--- config.mk ---
export PLATFORM = sky130hd
export DESIGN_NAME = sa_tx_arbiter
export DESIGN_NICKNAME = d
export VERILOG_FILES = /design/src/rtl/sa_tx_arbiter.sv
export SDC_FILE = /design/constraint.sdc
export NUM_CORES = 1
export LEC_CHECK = 0
export CAP_MARGIN = 20
export CELL_PAD_IN_SITES_DETAIL_PLACEMENT = 1
export CELL_PAD_IN_SITES_GLOBAL_PLACEMENT = 2
export CORE_ASPECT_RATIO = 0.8
export CORE_MARGIN = 1.5
export CORE_UTILIZATION = 29
export CTS_CLUSTER_SIZE = 20
export DETAILED_ROUTE_END_ITERATION = 6
export PLACE_DENSITY = 0.9
export SLEW_MARGIN = 15
export SYNTH_ARGS = -nofsm -noshare
export SYNTH_HDL_FRONTEND = slang
export SYNTH_SLANG_ARGS = --single-unit
--- constraint.sdc ---
create_clock -name i_clk -period 1.8 [get_ports i_clk]
set_input_delay 0.45 -clock i_clk [delete_from_list [all_inputs] [get_ports i_clk]]
set_output_delay 0.45 -clock i_clk [all_outputs]
set_load 0.02 [all_outputs]
--- src/rtl/sa_tx_arbiter.sv ---
// sa_tx_arbiter: shares one UART transmitter between the column-result and
// row-result FIFOs. Each grant sends a source header byte followed by a burst
// of up to MAX_BURST bytes popped from the granted FIFO; bursts alternate
// round-robin when both sources have data.
module sa_tx_arbiter #(
    parameter int                W_DATA    = 8,
    parameter int                MAX_BURST = 16,
    parameter logic [W_DATA-1:0] HDR_COL   = 8'hC0,
    parameter logic [W_DATA-1:0] HDR_ROW   = 8'hA0
) (
    input  logic              i_clk,
    input  logic              i_rst_l,
    input  logic              i_col_valid,
    input  logic [W_DATA-1:0] i_col_data,
    output logic              o_col_rd,
    input  logic              i_row_valid,
    input  logic [W_DATA-1:0] i_row_data,
    output logic              o_row_rd,
    output logic              o_tx_dv,
    output logic [W_DATA-1:0] o_tx_byte,
    input  logic              i_tx_active,
    input  logic              i_tx_done,
    output logic [1:0]        o_grant,
    output logic              o_busy
);

    typedef enum logic [2:0] {
        IDLE,
        HDR,
        HDR_WAIT,
        DATA,
        DATA_WAIT
    } state_t;

    localparam logic [7:0] BURST_LIMIT = 8'(MAX_BURST);

    state_t            state;
    logic [7:0]        burst_cnt;
    logic              last_row;
    logic              pick_row;
    logic              src_valid;
    logic [W_DATA-1:0] src_data;
    logic              end_burst;

    // Source selection: the owner's FIFO head while busy, and the round-robin winner while idle.
    always_comb begin
        pick_row  = i_row_valid && (!i_col_valid || !last_row);
        src_valid = o_grant[1] ? i_row_valid : i_col_valid;
        src_data  = o_grant[1] ? i_row_data  : i_col_data;
        end_burst = 1'b0;
        if (state == DATA && !i_tx_active && !src_valid) begin
            end_burst = 1'b1;
        end
        if (state == DATA_WAIT && i_tx_done && burst_cnt == BURST_LIMIT) begin
            end_burst = 1'b1;
        end
    end

    // Burst sequencer: grant, header, data bytes, then release with round-robin bookkeeping.
    always_ff @(posedge i_clk or negedge i_rst_l) begin
        if (!i_rst_l) begin
            state     <= IDLE;
            o_tx_dv   <= 1'b0;
            o_tx_byte <= '0;
            o_col_rd  <= 1'b0;
            o_row_rd  <= 1'b0;
            o_grant   <= 2'b00;
            o_busy    <= 1'b0;
            burst_cnt <= 8'd0;
            last_row  <= 1'b1;
        end else begin
            o_tx_dv  <= 1'b0;
            o_col_rd <= 1'b0;
            o_row_rd <= 1'b0;
            case (state)
                IDLE: begin
                    if (i_col_valid || i_row_valid) begin
                        o_grant <= pick_row ? 2'b10 : 2'b01;
                        o_busy  <= 1'b1;
                        state   <= HDR;
                    end
                end
                HDR: begin
                    if (!i_tx_active) begin
                        o_tx_dv   <= 1'b1;
                        o_tx_byte <= o_grant[1] ? HDR_ROW : HDR_COL;
                        state     <= HDR_WAIT;
                    end
                end
                HDR_WAIT: begin
                    if (i_tx_done) begin
                        state <= DATA;
                    end
                end
                DATA: begin
                    if (!i_tx_active && src_valid) begin
                        o_tx_dv   <= 1'b1;
                        o_tx_byte <= src_data;
                        o_col_rd  <= !o_grant[1];
                        o_row_rd  <= o_grant[1];
                        burst_cnt <= burst_cnt + 8'd1;
                        state     <= DATA_WAIT;
                    end
                end
                DATA_WAIT: begin
                    if (i_tx_done) begin
                        state <= DATA;
                    end
                end
                default: begin
                    state <= IDLE;
                end
            endcase
            if (end_burst) begin
                state     <= IDLE;
                burst_cnt <= 8'd0;
                last_row  <= o_grant[1];
                o_grant   <= 2'b00;
                o_busy    <= 1'b0;
            end
        end
    end

endmodule
==> impl_metrics.yaml <==
sta:
  finalCriticalPeriod_ps: 1720
  slew_headroom: 0.702
  setup_slack_ps: 78.7
  slew_violations: 0
  max_freq_mhz: 581
  finalCritPeriodShare: 0.956
  fin_worst_skew_ps: 2.64
  final-setup-viol-count: 0
  tightest_slew_ps: 445
  finalHoldWorstSlack_ps: 492
  setup_tns_ps: 0
  hold_viol: 0
  rsz0062_at_grt: "no"
min_path:
  hp-start: "o_tx_byte[0]"
  hp-class: "register to register"
  hold-path-endpoint: "o_tx_byte[0]"
  hold_depth: 2
drt:
  wl_per_cell_um: 15.6
  ant_nets: 0
  drt_first_pass_iters: 4
  wl_um: 3740
  viasPerCell: 4.89
  drtIter0Drc: 59
  drc_errors: 0
  vias: 1173
clocking:
  cts_buffers: 3
  cts_root_buffer: "clkbuf_8"
  cts_setup_buffers: 0
  cts_max_level: 1
  cts_tree: "yes"
  cts_num_sinks: 26
  cts_hold_buf: 0
  insertion_delay_ps: 270
  clk_pin_slew_ps: 90
  cts.path.max_buffers: 2
power_and_ir_drop:
  p_per_area_mw_per_mm2: 1360
  p_leak_nw: 0.833
  ir_drop_mv: 0.496
  report.power.total_w: 0.00262
synthesis:
  yosysTopAreaCell: "dfrtp_1"
  synthCells: 134
  ys_types: 39
  ys_seq_area_frac: 0.488
  synth_seq_cells: 26
  synthesis.area_sq_mm: 0.00134
  synthArstFlopShare: 1.00
  synth_area_leaders: "dfrtp_1 47%, o21ai_0 4.5%, nand2_1 3.9%"
  synth_fp_nets: 158
  yosysTopAreaCellShare: 0.468
  yosys_warnings: 0
  avgSynthCellArea_sq_um: 9.97
  synth_edf_count: 0
  synth-main-ff-cell: "dfrtp_1"
global_route:
  grt_overflow: 0
  antenna_found_initial: 0
  grt_max_degree: 27
  grt_usage: 0.162
  grt_first_pass_wirelength_um: 6350
  grt_pass1_vias: 1342
placed_design:
  port-buffer-count: 35
  place_ws_ps: -295
  place.gp.congestion: 0.850
  placedInstanceArea_sq_mm: 0.00184
  dp_hpwl_um: 2830
worst_setup_path:
  reg2reg_from: "burst_cnt[0]"
  r2r_end: "last_row"
  reg2reg_depth: 6
  end_kind: "primary output"
  cp_cell_sequence: "clkdlybuf4s50_1"
  crit_family: "buffers and inverters"
  crit_fanout: 2
  crit_type: "register to primary output"
  slowest_stage: "clkdlybuf4s50_1"
  cp.required_ps: 1350
  arrival_ps: 1270
  startpoint_type: "register"
  reg2reg_slack_ps: 130
  cp.buffers_inverters: 1
  slowest_delay_ps: 620
layout:
  layout-drive-gt1-share: 0.186
  diodes: 0
  final_area_sq_mm: 0.00192
  syn2layout_area_growth_pct: 43.8
  fillCellCount: 495
  layout.nets: 208
flow_run:
  cap_violations: 0
floorplan:
  die_h_um: 63.7
  ioPinCount: 36
  start_util: 0.310
  die_w_um: 78.9
  die_area_sq_mm: 0.00503
  num_rows: 21
  core_sq_mm: 0.00431
status:
  status: "finished, final reports clean"
## report_power, final
| group | switching, W | total, W | internal, W |
|---|---|---|---|
| Sequential | 0.000179 | 0.000962 | 0.000783 |
| Clock | 0.000180 | 0.000376 | 0.000195 |
| Combinational | 0.000662 | 0.00128 | 0.000616 |
| Total | 0.00102 | 0.00262 | 0.00159 |
## routing by layer
layer,global-route usage,routed length [um]
met5,0,0
met1,0.208,1710
met3,0.0232,80
met4,0.0636,68
met2,0.275,1880
## synth_stat cells (2+ instances only)
cell and count:
nor2b_1 2, dfrtp_1 25, nand3_1 7, nor2_1 8
a21oi_1 2, nand4_1 3, nand2_1 14, inv_1 7
ha_1 2, buf_2 4, nand2b_1 3, nor3_1 3
o31ai_1 6, xor2_1 3, and4bb_2 2, mux2i_1 5
o21ai_0 12, nor4b_1 2, xnor2_1 4
## cells by family (layout without fill, tap and decap cells)
kind of cell | count (synthesis) | after routing | synth area share
XOR/XNOR | 7 | 7 | 0.0459
buffers and inverters | 14 | 63 | 0.0515
multiplexers | 7 | 7 | 0.0562
adder cells (fa/ha/maj) | 2 | 2 | 0.0187
AO/OA/AOI/OAI | 26 | 26 | 0.125
AND/OR/NAND/NOR | 52 | 52 | 0.215
flip-flops | 26 | 26 | 0.488
## stage by stage
| step | cells | utilization |
|---|---|---|
| after global placement | 236 | 0.428 |
| after CTS | 240 | 0.440 |
| after detailed placement | 236 | 0.428 |
| after floorplan | 134 | - |
| after global routing | 240 | 0.446 |
| final | 240 | 0.446 |
## what timing repair did
action,in CTS,in global routing
pin swaps,0,0
endpoints found under the hold margin,0,0
resized for setup,2,4
endpoints found under the setup margin,2,7
## worst max path at each step
stage | end | from | cells past startpoint
2_1_floorplan | last_row | o_grant[1] | 5
3_3_place_gp | burst_cnt[6] | i_tx_active | 6
3_5_place_dp | o_tx_byte[3] | i_col_valid | 4
4_1_cts | last_row | burst_cnt[0] | 6
5_1_grt | last_row | burst_cnt[0] | 6
6_report | o_tx_byte[3] | o_tx_byte[3] | 1
## cells in the final DEF (no fill, tap or decap), types with 2 or more instances in the layout
cell type | synthesis | routed
clkdlybuf4s50_1 | 0 | 34
dfrtp_1 | 25 | 25
buf_4 | 1 | 17
nand2_1 | 14 | 14
o21ai_0 | 12 | 12
nor2_1 | 8 | 8
inv_1 | 7 | 7
nand3_1 | 7 | 7
mux2i_1 | 5 | 5
o31ai_1 | 6 | 5
xnor2_1 | 4 | 4
clkbuf_8 | 0 | 4
nand2b_1 | 3 | 3
nand4_1 | 3 | 3
xor2_1 | 3 | 3
nor3_1 | 3 | 3
and4bb_2 | 2 | 2
nor4b_2 | 0 | 2
nor2b_1 | 2 | 2
a21oi_1 | 2 | 2
ha_1 | 2 | 2
## layout make-up
type / instances / area [sq um] / area share
repair buffers: 52 / 477 / 0.248
well taps: 57 / 71.3 / 0.0371
multi-input cells: 94 / 641 / 0.333
inverters: 7 / 26.3 / 0.0137
clock buffers: 4 / 55.1 / 0.0286
flip-flops and latches: 26 / 652 / 0.339
## flip-flops by register name, summed over array words and instances (netlist names)
| signal | count |
|---|---|
| o_tx_dv | 1 |
| o_col_rd | 1 |
| o_row_rd | 1 |
| o_busy | 1 |
| o_grant | 2 |
| state | 3 |
| o_tx_byte | 8 |
| burst_cnt | 8 |
| last_row | 1 |
Power figures use the tool's default switching activity.
